<file path="config.mk">
export PLATFORM = sky130hd
export DESIGN_NAME = ks_wide_add_seq
export DESIGN_NICKNAME = d
export VERILOG_FILES = /design/src/rtl/ks_pkg.sv /design/src/rtl/ks_wide_add_seq_kogge_stone.sv /design/src/rtl/ks_wide_add_seq.sv
export SDC_FILE = /design/constraint.sdc
export NUM_CORES = 1
export LEC_CHECK = 0
export CELL_PAD_IN_SITES_DETAIL_PLACEMENT = 1
export CELL_PAD_IN_SITES_GLOBAL_PLACEMENT = 1
export CORE_UTILIZATION = 46
export CTS_BUF_LIST = sky130_fd_sc_hd__clkbuf_8
export CTS_CLUSTER_SIZE = 28
export DETAILED_ROUTE_END_ITERATION = 16
export GPL_TIMING_DRIVEN = 0
export PLACE_DENSITY = 0.89
export SYNTH_ARGS = -nofsm -noshare
export SYNTH_HDL_FRONTEND = slang
export SYNTH_SLANG_ARGS = --single-unit
</file>
<file path="constraint.sdc">
create_clock -name clk -period 6.15 [get_ports clk]
set_clock_uncertainty 0.05 [all_clocks]
set_input_delay 1.23 -clock clk [delete_from_list [all_inputs] [get_ports clk]]
set_output_delay 1.23 -clock clk [all_outputs]
set_load 0.005 [all_outputs]
</file>
<file path="src/rtl/ks_pkg.sv">
// Shared definitions for the wide-add sequencer.
//   LIMB_W    : width of one limb, matching the 16-bit prefix adder
//   ks_state_t: sequencer states (IDLE -> RUN -> DONE -> IDLE)
//   idx_width : limb index counter width, never less than 1 bit
package ks_pkg;

    localparam int LIMB_W = 16;

    typedef enum logic [1:0] {
        IDLE = 2'd0,
        RUN  = 2'd1,
        DONE = 2'd2
    } ks_state_t;

    function automatic int idx_width(input int n);
        return (n > 1) ? $clog2(n) : 1;
    endfunction

endpackage

</file>
<file path="src/rtl/ks_wide_add_seq_kogge_stone.sv">
// KoggeStone: 16-bit parallel-prefix adder, purely combinational.
//   A, B : addends
//   Cin  : carry-in
//   S    : sum
//   Cout : carry out of bit 15
module KoggeStone
    import ks_pkg::*;
(
    input  logic [LIMB_W-1:0] A,
    input  logic [LIMB_W-1:0] B,
    input  logic              Cin,
    output logic [LIMB_W-1:0] S,
    output logic              Cout
);
    localparam int LVLS = $clog2(LIMB_W);

    // w_g[k][i]/w_p[k][i]: group generate/propagate over bits
    // [i : i-2^k+1] (clipped at bit 0) after k prefix levels.
    logic [LVLS:0][LIMB_W-1:0] w_g;
    logic [LVLS:0][LIMB_W-1:0] w_p;
    logic [LIMB_W:0]           w_c;

    assign w_g[0] = A & B;
    assign w_p[0] = A ^ B;

    for (genvar k = 0; k < LVLS; k++) begin : g_lvl
        for (genvar i = 0; i < LIMB_W; i++) begin : g_bit
            if (i >= (1 << k)) begin : g_merge
                assign w_g[k+1][i] = w_g[k][i] | (w_p[k][i] & w_g[k][i-(1<<k)]);
                assign w_p[k+1][i] = w_p[k][i] & w_p[k][i-(1<<k)];
            end else begin : g_pass
                assign w_g[k+1][i] = w_g[k][i];
                assign w_p[k+1][i] = w_p[k][i];
            end
        end
    end

    // Fold Cin in after the tree: carry into bit i+1 is G[i:0] | P[i:0]&Cin.
    assign w_c[0] = Cin;
    for (genvar i = 0; i < LIMB_W; i++) begin : g_carry
        assign w_c[i+1] = w_g[LVLS][i] | (w_p[LVLS][i] & Cin);
    end

    assign S    = w_p[0] ^ w_c[LIMB_W-1:0];
    assign Cout = w_c[LIMB_W];

endmodule

</file>
<file path="src/rtl/ks_wide_add_seq.sv">
// ks_wide_add_seq: NLIMBS*16-bit add on a single shared 16-bit KoggeStone
// adder, one limb per cycle, LSB limb first, carry chained through r_carry.
//   clk, rst_n           : clock, asynchronous active-low reset
//   in_valid/in_ready    : operand handshake (ready only in IDLE)
//   in_a, in_b, in_cin   : operands and limb-0 carry-in
//   in_sub               : subtract select, only with KS_SEQ_SUB_EN defined
//   out_valid/out_ready  : result handshake (valid only in DONE)
//   out_sum, out_cout    : result and carry out of the top limb
// Optional feature macro: KS_SEQ_SUB_EN (adds in_sub, A-B via ~B + 1).
module ks_wide_add_seq
    import ks_pkg::*;
#(
    parameter int NLIMBS = 4
) (
    input  logic                     clk,
    input  logic                     rst_n,
    input  logic                     in_valid,
    output logic                     in_ready,
    input  logic [NLIMBS*LIMB_W-1:0] in_a,
    input  logic [NLIMBS*LIMB_W-1:0] in_b,
    input  logic                     in_cin,
`ifdef KS_SEQ_SUB_EN
    input  logic                     in_sub,
`endif
    output logic                     out_valid,
    input  logic                     out_ready,
    output logic [NLIMBS*LIMB_W-1:0] out_sum,
    output logic                     out_cout
);
    localparam int W     = NLIMBS * LIMB_W;
    localparam int IDX_W = idx_width(NLIMBS);

    ks_state_t         r_state, w_next;
    logic [IDX_W-1:0]  r_idx;
    logic [W-1:0]      r_a, r_b, r_sum;
    logic              r_carry, r_cout;
    logic              w_last;
    logic [LIMB_W-1:0] w_a_limb, w_b_raw, w_b_limb, w_s;
    logic              w_cout;

    assign w_last   = (r_idx == IDX_W'(NLIMBS - 1));
    assign w_a_limb = r_a[r_idx*LIMB_W +: LIMB_W];
    assign w_b_raw  = r_b[r_idx*LIMB_W +: LIMB_W];

`ifdef KS_SEQ_SUB_EN
    logic r_sub;
    // Subtract as A + ~B + 1; the +1 enters via the limb-0 carry at capture.
    assign w_b_limb = r_sub ? ~w_b_raw : w_b_raw;
`else
    assign w_b_limb = w_b_raw;
`endif

    KoggeStone u_ks (
        .A    (w_a_limb),
        .B    (w_b_limb),
        .Cin  (r_carry),
        .S    (w_s),
        .Cout (w_cout)
    );

    always_ff @(posedge clk or negedge rst_n) begin
        if (!rst_n) r_state <= IDLE;
        else        r_state <= w_next;
    end

    always_comb begin
        w_next    = r_state;
        in_ready  = 1'b0;
        out_valid = 1'b0;
        case (r_state)
            IDLE: begin
                in_ready = 1'b1;
                if (in_valid) w_next = RUN;
            end
            RUN: begin
                if (w_last) w_next = DONE;
            end
            DONE: begin
                out_valid = 1'b1;
                if (out_ready) w_next = IDLE;
            end
            default: w_next = IDLE;
        endcase
    end

    always_ff @(posedge clk or negedge rst_n) begin
        if (!rst_n) begin
            r_idx   <= '0;
            r_a     <= '0;
            r_b     <= '0;
            r_carry <= 1'b0;
            r_sum   <= '0;
            r_cout  <= 1'b0;
`ifdef KS_SEQ_SUB_EN
            r_sub   <= 1'b0;
`endif
        end else begin
            case (r_state)
                IDLE: begin
                    if (in_valid) begin
                        r_a   <= in_a;
                        r_b   <= in_b;
                        r_idx <= '0;
`ifdef KS_SEQ_SUB_EN
                        r_sub   <= in_sub;
                        r_carry <= in_sub | in_cin;
`else
                        r_carry <= in_cin;
`endif
                    end
                end
                RUN: begin
                    r_sum[r_idx*LIMB_W +: LIMB_W] <= w_s;
                    r_carry <= w_cout;
                    if (w_last) begin
                        r_cout <= w_cout;
                        r_idx  <= '0;
                    end else begin
                        r_idx <= r_idx + 1'b1;
                    end
                end
                default: ;
            endcase
        end
    end

    assign out_sum  = r_sum;
    assign out_cout = r_cout;

endmodule

</file>
* After elaboration in Yosys (flattened, before gate mapping)
Index checks and enable logic that the tools add are counted.
** Storage, ports and cells
- Flip-flop bits (word level) :: 198
- Logic and storage cells :: 219
** Operators by class
- Add/subtract/negate cells :: 2
- Equal/unequal tests :: 6
- Shifts and indexed selects :: 4
- Mux-type cells :: 12
- Bitwise operators :: 182
- Reduce and logical (&&, ||, !) cells :: 6
** Operators by type and width (number)
- $shiftx 64x7->16 :: 2
- $and 1x1->1 :: 114
- $or 1x1->1 :: 65
- $bwmux 64 :: 1
- $shift 16x34->64 const A :: 1
- $shiftx 16x34->64 :: 1
- $neg 6->34 :: 1
- $xor 16x16->16 :: 2
- $and 16x16->16 :: 1
- $mux 2 :: 5
- $ne 2x2->1 const B :: 3
- $pmux 2 s3 :: 1
- $reduce_and 2->1 :: 3
- $eq 2x2->1 const B :: 2
- $pmux 2 s2 :: 1
- $mux 1 :: 3
- $reduce_and 3->1 :: 1
- $add 2x1->2 const B :: 1
- $eq 2x1->1 const B :: 1
- $logic_not 2->1 :: 1
- $pmux 1 s2 :: 1
- $reduce_bool 2->1 :: 1

* Logic depth before layout (Yosys ltp)
Gate-level depths: netlist of the first run.
- Depth in word-level cells :: 13
- Depth in mapped cells :: 11

* Modules after synthesis
From an unflattened synthesis of the first run, not the netlist that was laid out.
** Second synthesis, totals
- Cells, all modules :: 687
- Area, all modules :: 9306.4 µm²
** Modules (own cells, without submodules)
- ks_wide_add_seq :: times used 1, cells an instance 563, area each 8393.0 µm², seq. area each 4954.8 µm²
- KoggeStone :: times used 1, cells an instance 124, area each 913.4 µm², seq. area each 0.0 µm²

* Worst setup path before layout of the first run
No wires, ideal clock.
- Kind :: register to register
- Start :: reg r_idx[0]
- End :: reg r_sum[10] (netlist: out_sum[10])
- Arrival :: 3153 ps
- Required time :: 5979 ps
- Setup slack :: 2826 ps
- Stages on the path, launching flop included :: 11
- Clock period less this slack :: 3324 ps
- Cell sequence :: dfrtp_1 -> buf_2 -> buf_2 -> mux4_2 -> ha_1 -> a21o_1 -> a221o_1 -> a31oi_4 -> o21ai_2 -> xor2_2 -> a22o_1
** Between the ends
- Word-level cells in the longest chain between the ends :: 13
- Elaborated cells on any way between the ends :: 174
- Those cells by class :: add/sub: 1; shift: 4; mux: 1; bitwise: 168
** RTL lines
- from (decl) :: line ks_wide_add_seq.sv:34 : logic [IDX_W-1:0] r_idx;
- from (signal assigned) :: line ks_wide_add_seq.sv:119 : r_idx <= r_idx + 1'b1;
- $shiftx 64x7->16, on equally long branches :: line ks_wide_add_seq.sv:42, ks_wide_add_seq.sv:43
- $xor 16x16->16 / $and 16x16->16 (equally long branches) :: line ks_wide_add_seq_kogge_stone.sv:24, ks_wide_add_seq_kogge_stone.sv:23
- $and 1x1->1, on equally long branches :: line ks_wide_add_seq_kogge_stone.sv:29, ks_wide_add_seq_kogge_stone.sv:30
- $or 1x1->1 / $and 1x1->1 (equally long branches) :: line ks_wide_add_seq_kogge_stone.sv:29 : assign w_g[k+1][i] = w_g[k][i] | (w_p[k][i] & w_g[k][i-(1<<k)]);
- $and 1x1->1 / $or 1x1->1 (equally long branches) :: line ks_wide_add_seq_kogge_stone.sv:29
- $or 1x1->1 / $and 1x1->1 (equally long branches) :: line ks_wide_add_seq_kogge_stone.sv:29
- $and 1x1->1 / $or 1x1->1 (equally long branches) :: line ks_wide_add_seq_kogge_stone.sv:29
- $or 1x1->1 / $and 1x1->1 (equally long branches) :: line ks_wide_add_seq_kogge_stone.sv:29
- $or 1x1->1 :: line ks_wide_add_seq_kogge_stone.sv:29
- $or 1x1->1 :: line ks_wide_add_seq_kogge_stone.sv:41 : assign w_c[i+1] = w_g[LVLS][i] | (w_p[LVLS][i] & Cin);
- $xor 16x16->16 :: line ks_wide_add_seq_kogge_stone.sv:44 : assign S = w_p[0] ^ w_c[LIMB_W-1:0];
- $shiftx 16x34->64 :: line ks_wide_add_seq.sv:113 : r_sum[r_idx*LIMB_W +: LIMB_W] <= w_s;
- $bwmux 64 * :: line ks_wide_add_seq.sv:113
- to (signal, indexed assignment) :: line ks_wide_add_seq.sv:113
- to (decl) :: line ks_wide_add_seq.sv:35 : logic [W-1:0] r_a, r_b, r_sum;
Every way passes the cells marked *; elsewhere a longest branch is shown, timed or not.
A chain may end at the register's enable or synchronous reset.

* Final worst setup path of the first run
- Start :: reg r_idx[1]
- End :: reg r_sum[14] (netlist: out_sum[14])
The elaborated chain is that of the path after synthesis.

==> qor.csv, run 1 <==
metric,value,unit
outcome,"finished, final reports clean",
clk_pin_slew,100,ps
via_per_inst,5.76,
worst_ep_arrival_time,4480,ps
ys_ff_latch,198,
synthTopCellsByArea,"dfrtp_1 54%, mux2_2 16%, mux4_2 7.9%",
nFillCells,1878,
grt_overflow,0,
period_minus_slack,4170,ps
finalMaxSlewViolations,0,
grt_use_total,0.286,
final_nets,1019,
dp_hpwl,21.4,mm
postCtsResizedCells,0,
htreeDepth,4,
synth_top_cell_area_share,0.543,
yosysSeqAreaShare,0.543,
die_y,143,um
num_rows,51,
die_area,20400,um^2
post-route-util,0.610,
cts.sinks,198,
wl,27.5,mm
antenna_found_initial,0,
syn_to_final_growth,30.0,%
holdBufCountCts,0,
vias,6570,
drtIter0Drc,345,
grt_max_degree,131,
worst_pin_slew,786,ps
ant_nets,0,
root_buffer,clkbuf_8,
clk_latency,490,ps
p_leak,0.00501,uW
cts_tree,built,
drtPass1Iterations,4,
async_flop_share,1.00,
setup_viol,0,
drive_gt1_frac,0.261,
syn_area_per_cell,14.2,um^2
cts_setup_buffers,0,
netlist_area,9120,um^2
grt_pass1_wl,42.7,mm
cap_viol_max_count,0,
avgRoutedWirePerCell,24.2,um
totalPowerFinal,7920,uW
dieWidth,143,um
post-route-period-util,0.678,
syn_nets,800,
synth_ff_type,dfrtp_1,
cts_buffer_depth,2,
synth_warnings,0,
hold_viol_final,0,
p_per_area,668,nW/um^2
core,19500,um^2
cp-end-kind,register,
yosysTopAreaCell,dfrtp_1,
fmax,240,MHz
synth_edf_count,0,
crit_fanout,10,
hold_class,register to register,
cp_data_required_time,6460,ps
drc,0,
ir_drop,0.339,mV
relSlewSlack,0.468,
ys_types,53,
portBuffers,199,
cts_made_buffers,17,
synth_cells,643,
num_antenna_cells,0,
rsz0062_at_grt,no,
startpoint_type,register,
ios,200,
path_class,register to register,
start_util,0.469,
gp_congestion,0.876,
r2r_setup_slack,1980,ps
grt_pass1_vias,7495,
[state kept, by name (all words and copies together), names as in the netlist]
name	flops
r_idx	2
r_a	64
r_b	64
out_sum	64
out_cout	1
r_state	2
r_carry	1
[worst max-delay path, stage by stage, from the launching register on]
cell and delay [ps]:
dfrtp_1 430, clkbuf_1 430, clkbuf_1 660, mux4_2 460, ha_1 310, clkbuf_1 200, a21o_1 200, a21o_1 180
a21oi_1 560, nor3_1 140, a311oi_1 340, nand2_1 80
[layout by cell type (no fill, tap or decap), types with 4 or more instances in the layout]
cell type,n
clkdlybuf4s50_1,198
dfrtp_1,198
mux2_2,128
a22o_1,54
mux4_2,32
nand2_1,28
ha_1,23
buf_2,22
clkbuf_8,18
a21oi_1,17
clkbuf_1,13
o21ai_1,11
o21ai_0,11
nor2_1,9
nor3_1,9
inv_1,8
a21o_1,7
xnor2_1,7
nand2b_1,5
nand3_1,5
xor2_1,5
inv_8,5
a22oi_1,4
[kinds of logic after synthesis]
group,after synthesis,share of synthesized area
xor gates and xnor gates,13,0.0133
muxes,163,0.240
and+or+nand+nor,76,0.0432
AOI/OAI and AO/OA,126,0.105
DFF,198,0.543
buffers and inverters,43,0.0211
adders and majority gates,24,0.0337
[where the power goes]
part           internal [uW]  switching, uW  total [uW]
sequential              1890            377        2270
clock                    312            524         835
combinational           2060           2760        4820
total                   4260           3660        7920
[final cells by class]
class                      instances  area, um^2  area share
sequential                       198        4950       0.418
inverter                           7        26.3     0.00221
multi-input combinational        402        3980       0.335
clock buffer                      18         248      0.0209
timing repair buffer             200        2020       0.171
tap                              265         332      0.0279
clock inverter                    14         136      0.0115
buffer                            36         166      0.0140
[synthesized netlist by cell type, types with 3 or more instances]
| library cell | count |
|---|---|
| nand2b_1 | 5 |
| nor2_1 | 9 |
| a21o_1 | 7 |
| nand2_1 | 28 |
| mux4_2 | 32 |
| inv_1 | 7 |
| dfrtp_1 | 198 |
| xor2_1 | 5 |
| mux2_2 | 128 |
| nand4_1 | 3 |
| clkbuf_1 | 13 |
| mux2i_1 | 3 |
| nor3_1 | 9 |
| xnor2_1 | 7 |
| ha_1 | 23 |
| nand3_1 | 5 |
| a22o_1 | 54 |
| a311oi_1 | 3 |
| o21ai_1 | 11 |
| a22oi_1 | 4 |
| buf_2 | 22 |
| o21ai_0 | 11 |
| a21oi_1 | 17 |
| and4_1 | 3 |
[worst paths after layout]
check                              end  cells past startpoint     start
setup / recovery           out_sum[14]                     11  r_idx[1]
max in group asynchronous      r_a[33]                      2     rst_n
setup reg to reg           out_sum[14]                     11  r_idx[1]
hold / removal                 r_b[26]                      1   r_b[26]
hold reg to reg                r_b[26]                      1   r_b[26]
min in group asynchronous  out_sum[18]                      1     rst_n
[stage by stage]
step                std cells  TNS [ps]  hold WS (ps)  setup slack, ps  instance area (um^2)
floorplan                 643         0           423             2830                  9120
global placement         1107   -753980           424            -3830                 11400
detailed placement       1108         0           441             2100                 11500
CTS                      1140         0           466             2020                 11900
global route             1140         0           479             1780                 11900
finish                   1140         0           464             1980                 11900
[metal layers]
metal	track usage	share of wire	vias to the layer above
met1	0.330	0.39	3419
met3	0.0691	0.060	57
met2	0.507	0.52	235
met4	0.122	0.031	0
met5	0	0	-
li1	-	-	2859
(Power assumes the default switching activity.)
==> inputs of run 2 (changes only) <==
CORE_UTILIZATION = 43   (was 46)
PLACE_DENSITY = 0.84   (was 0.89)
clock period = 3.9 ns   (was 6.15 ns; I/O delays follow)
==> run 2 against run 1 <==
Cell count grew 0.44%. Sequential share of layout area shrank 0.13 points. Critical path type unchanged. First-iteration DRC count grew 18%. Largest cell class unchanged. Highest routed layer is now met5.
==> qor.csv, run 2 (same netlist as run 1, synthesis figures left out) <==
metric,value,unit,change
finalMaxSlewViolations,0,,unchanged
num_rows,52,,was 51
via_per_inst,5.66,,was 5.76
clk_pin_slew,100,ps,about the same
path_class,register to register,,unchanged
dp_hpwl,20.2,mm,was 21.4 mm
crit_fanout,10,,unchanged
final_nets,1019,,unchanged
totalPowerFinal,12400,uW,was 7920 uW
finalNonFillerCells,1145,,"was 1,140"
root_buffer,clkbuf_8,,unchanged
hold_viol_final,0,,unchanged
grt_pass1_wl,41.8,mm,was 42.7 mm
outcome,"finished, final reports clean",,unchanged
antenna_found_initial,2,,was 0
r2r_setup_slack,230,ps,was 1980 ps
cap_viol_max_count,0,,unchanged
multiInputGateArea,3980,um^2,about the same
worst_pin_slew,758,ps,was 786 ps
die_y,148,um,was 143 um
rr_worst_depth,10,,was 11
clk_latency,470,ps,was 490 ps
fin_tns_setup,0,ps,unchanged
cp-end-kind,register,,unchanged
drc,0,,unchanged
avgRoutedWirePerCell,23.1,um,was 24.2 um
fmax,273,MHz,was 240 MHz
path_cells,"clkbuf_4, buf_4, mux4_2, ha_1, a21o_1, a221o_1, a31oi_4, o21ai_2, xor2_2, a22o_1",,"was clkbuf_1, clkbuf_1, mux4_2, ha_1, clkbuf_1, a21o_1, a21o_1, a21oi_1, nor3_1, a311oi_1, nand2_1"
rsz0062_at_grt,no,,unchanged
holdBufCountCts,0,,unchanged
worst_ep_arrival_time,3980,ps,was 4480 ps
grt_overflow,0,,unchanged
register_area,4950,um^2,unchanged
htreeDepth,4,,unchanged
nFillCells,1994,,"was 1,878"
cts_tree,built,,unchanged
die_area,21800,um^2,"was 20,400 um^2"
drive_gt1_frac,0.269,,was 0.261
startpoint_type,register,,unchanged
start_util,0.445,,was 0.469
dp.cells,1113,,"was 1,108"
cp_data_required_time,4210,ps,was 6460 ps
r2r_end,out_sum[42],,was out_sum[14]
ios,200,,unchanged
portBuffers,199,,unchanged
gp_congestion,0.878,,was 0.876
grt_use_total,0.255,,was 0.286
cpMaxStageDelayCell,mux4_2,,was clkbuf_1
ant_nets,0,,unchanged
dieWidth,148,um,was 143 um
drtIter0Drc,407,,was 345
grt_pass1_vias,7227,,"was 7,495"
grt_max_degree,117,,was 131
relSlewSlack,0.487,,was 0.468
setup_viol,0,,unchanged
cts_setup_buffers,0,,unchanged
cts.sinks,198,,unchanged
p_per_area,1040,nW/um^2,was 668 nW/um^2
core,20500,um^2,"was 19,500 um^2"
p_leak,0.00503,uW,was 0.00501 uW
cts_made_buffers,17,,unchanged
vias,6480,,"was 6,570"
r2r-start,r_idx[0],,was r_idx[1]
cts_buffer_depth,2,,unchanged
max_stage_delay,580,ps,was 660 ps
num_antenna_cells,0,,unchanged
ir_drop,0.473,mV,was 0.339 mV
syn_to_final_growth,30.4,%,was 30.0%
hold_class,input pin to async pin,,was register to register
layout_common_cells,"198 x clkdlybuf4s50_1, 198 x dfrtp_1, 128 x mux2_2, 54 x a22o_1, 32 x mux4_2",,unchanged
wl,26.5,mm,was 27.5 mm
post-route-period-util,0.940,,was 0.678
drtPass1Iterations,4,,unchanged
period_minus_slack,3670,ps,was 4170 ps
-- run 2: cell types whose count changed in the layout (fill, tap and decap cells not counted), moves of 2 or more --
cell / before / now
clkbuf_1: 13 / 9
clkinv_2: 0 / 3
clkbuf_4: 0 / 2
buf_2: 22 / 19
clkbuf_2: 0 / 3
-- run 2: critical path: cells and delay by family (launching register included) --
kind / cells / cell delay (ps)
fa+ha+maj: 1 / 380
flops: 1 / 440
xor+xnor: 1 / 220
mux: 1 / 580
buf+inv: 2 / 580
compound gates: 5 / 1300
-- run 2: layout make-up --
type	count	share of cell area
inverters	7	0.00221
multi-input cells	402	0.335
repair buffers	200	0.170
flip-flops and latches	198	0.416
plain buffers	36	0.0156
clock inverters	14	0.0119
well taps	270	0.0284
clock buffers	18	0.0208
-- run 2: metrics by stage --
step           hold slack [ps]   util  setup WS (ps)  cell area [um^2]
2_1_floorplan              423      -            576              9120
3_5_place_dp               441  0.560           -109             11500
4_1_cts                    236  0.580           35.8             11900
6_report                   223  0.581            234             11900
3_3_place_gp               434  0.559          -5650             11500
5_1_grt                    262  0.581           23.8             11900
-- run 2: worst max-delay path by stage --
stage,startpoint,end,slack (ps),cells after the start
CTS,r_idx[0],out_sum[62],40,11
floorplan,r_idx[0],out_sum[10],580,10
global route,r_idx[0],out_sum[62],20,11
detailed placement,r_idx[1],out_sum[14],-110,11
finish,r_idx[0],out_sum[42],230,10
global placement,rst_n,r_a[40],-5650,1
-- run 2: power breakdown --
group          switching (uW)  internal (uW)
clock                     787            545
combinational            4270           3270
sequential                558           2980
total                    5610           6790
-- run 2: what timing repair did --
item / in CTS / in global routing
endpoints found under the setup margin: 24 / 20
resized for setup: 5 / 9
endpoints found under the hold margin: 0 / 0
-- run 2: per-layer routing --
| metal | part of all wire | routed length (um) | track usage |
|---|---|---|---|
| met1 | 0.41 | 10800 | 0.318 |
| met2 | 0.50 | 13300 | 0.427 |
| met3 | 0.067 | 1780 | 0.0698 |
| met4 | 0.023 | 608 | 0.0897 |
| met5 | 0.00049 | 13 | 0 |
==> inputs of run 3 (changes only) <==
CORE_UTILIZATION = 36   (was 43)
PLACE_DENSITY = 0.72   (was 0.84)
==> run 3 against run 2 <==
First-iteration DRC count is 56% lower. Via count is 2.8% lower. Cell count grew 4.5%. Critical path depth unchanged. Routed wire length is 4.2% lower. Critical endpoint is now out_sum[10]. Critical path type unchanged.
==> qor.csv, run 3 (same netlist as run 1, synthesis figures left out) <==
metric,value,unit,change
clk_pin_slew,110,ps,was 100 ps
cts_made_buffers,17,,unchanged
p_int,6850,uW,was 6790 uW
gp_congestion,0.772,,was 0.878
p_leak,0.00503,uW,about the same
path_cells,"clkbuf_4, buf_4, mux4_2, ha_1, a21o_1, a221o_1, a31oi_4, o21ai_2, xor2_2, a22o_1",,unchanged
seqPwrFrac,0.281,,was 0.285
layout_common_cells,"198 x clkdlybuf4s50_1, 198 x dfrtp_1, 128 x mux2_2, 54 x a22o_1, 32 x mux4_2",,unchanged
final_nets,1018,,"was 1,019"
start_util,0.371,,was 0.445
syn_to_final_growth,31.4,%,was 30.4%
drc,0,,unchanged
crit_fanout,10,,unchanged
clk_latency,470,ps,about the same
period_minus_slack,3640,ps,was 3670 ps
r2r_setup_slack,260,ps,was 230 ps
cap_viol_max_count,0,,unchanged
ir_drop,0.419,mV,was 0.473 mV
dp_hpwl,19.3,mm,was 20.2 mm
cp-end-kind,register,,unchanged
core,24600,um^2,"was 20,500 um^2"
fin_tns_setup,0,ps,unchanged
portBuffers,199,,unchanged
drtPass1Iterations,4,,unchanged
path_class,register to register,,unchanged
grt_overflow,0,,unchanged
htreeDepth,4,,unchanged
hold_class,input pin to async pin,,unchanged
vias,6301,,"was 6,480"
p_clk_frac,0.110,,was 0.107
rr_worst_depth,10,,unchanged
cts.sinks,198,,unchanged
post-route-util,0.487,,was 0.581
cts_setup_buffers,0,,unchanged
setup_viol,0,,unchanged
antenna_found_initial,2,,unchanged
r2r_end,out_sum[10],,was out_sum[42]
root_buffer,clkbuf_8,,unchanged
fmax,275,MHz,was 273 MHz
dieWidth,161,um,was 148 um
p_sw,5570,uW,was 5610 uW
startpoint_type,register,,unchanged
finalMaxSlewViolations,0,,unchanged
wl,25.4,mm,was 26.5 mm
cts_tree,built,,unchanged
grt_use_total,0.206,,was 0.255
hold_viol_final,0,,unchanged
worst_pin_slew,766,ps,was 758 ps
cts_buffer_depth,2,,unchanged
num_rows,57,,was 52
avgRoutedWirePerCell,21.2,um,was 23.1 um
grt_pass1_wl,40.2,mm,was 41.8 mm
worst_ep_arrival_time,3960,ps,was 3980 ps
register_area,4950,um^2,unchanged
cp_data_required_time,4210,ps,about the same
nFillCells,2500,,"was 1,994"
holdBufCountCts,0,,unchanged
grt_max_degree,110,,was 117
max_stage_delay,560,ps,was 580 ps
cpMaxStageDelayCell,mux4_2,,unchanged
whs,243,ps,was 223 ps
multiInputGateArea,4000,um^2,was 3980 um^2
ios,200,,unchanged
pwr-share-comb,0.609,,was 0.607
via_per_inst,5.26,,was 5.66
sw_frac_of_total,0.449,,was 0.453
num_antenna_cells,0,,unchanged
post-route-period-util,0.934,,was 0.940
p_per_area,1040,nW/um^2,about the same
die_y,161,um,was 148 um
grt_pass1_vias,6803,,"was 7,227"
outcome,"finished, final reports clean",,unchanged
relSlewSlack,0.481,,was 0.487
drtIter0Drc,181,,was 407
drive_gt1_frac,0.268,,was 0.269
ant_nets,0,,unchanged
die_area,26000,um^2,"was 21,800 um^2"
r2r-start,r_idx[0],,unchanged
-- run 3: cell count changes in the layout (fill, tap and decap cells not counted), sizes merged --
cell	delta
bufinv	+1
buf	-2
inv	-1
-- run 3: cell type report --
class,instances,share of cell area
Clock inverter,14,0.0141
Buffer,35,0.0148
Sequential cell,198,0.413
Multi-Input combinational cell,402,0.333
Inverter,7,0.00219
Tap cell,324,0.0338
Clock buffer,17,0.0195
Timing Repair Buffer,200,0.169
-- run 3: power groups by stage --
| stage | Combinational [uW] | Sequential [uW] | Clock (uW) |
|---|---|---|---|
| finish | 7560 | 3490 | 1370 |
| global route | 8280 | 3610 | 1490 |
| CTS | 7580 | 3490 | 1420 |
| detailed placement | 7540 | 3540 | 0 |
| global placement | 7420 | 3500 | 0 |
| floorplan | 5030 | 3370 | 0 |
-- run 3: critical path: cells and delay by family, from the launching register on --
family | cells | cell delay (ps)
buf+inv | 2 | 600
mux | 1 | 560
flops | 1 | 440
fa+ha+maj | 1 | 370
compound gates | 5 | 1290
xor+xnor | 1 | 220
-- run 3: timing repair --
action / CTS / global route
hold endpoints to repair: 0 / 0
pin swaps: 0 / 0
resized for setup: 5 / 7
setup endpoints to repair: 39 / 39
-- run 3: metrics by stage --
stage	instance area [um^2]	setup slack (ps)	cells	total power [uW]
after floorplan	9120	576	643	8400
after global placement	11500	-6490	1166	10900
after detailed placement	11600	-248	1167	11100
after CTS	12000	6.38	1198	12500
after global routing	12000	-12.5	1197	13400
final	12000	257	1197	12400
-- run 3: routing by layer --
layer | global-route usage | vias to the layer above | part of all wire
li1 | - | 2861 | -
met1 | 0.268 | 3252 | 0.45
met2 | 0.339 | 171 | 0.48
met3 | 0.0647 | 15 | 0.069
met4 | 0.0373 | 2 | 0.0060
met5 | 0 | - | 0.00043
-- run 3: worst max path at each step --
stage,startpoint,endpoint,cells after the start
floorplan,r_idx[0],out_sum[10],10
global placement,rst_n,r_a[39],1
detailed placement,r_idx[1],out_sum[30],11
CTS,r_idx[0],out_sum[15],10
global route,r_idx[0],out_sum[43],10
finish,r_idx[0],out_sum[10],10
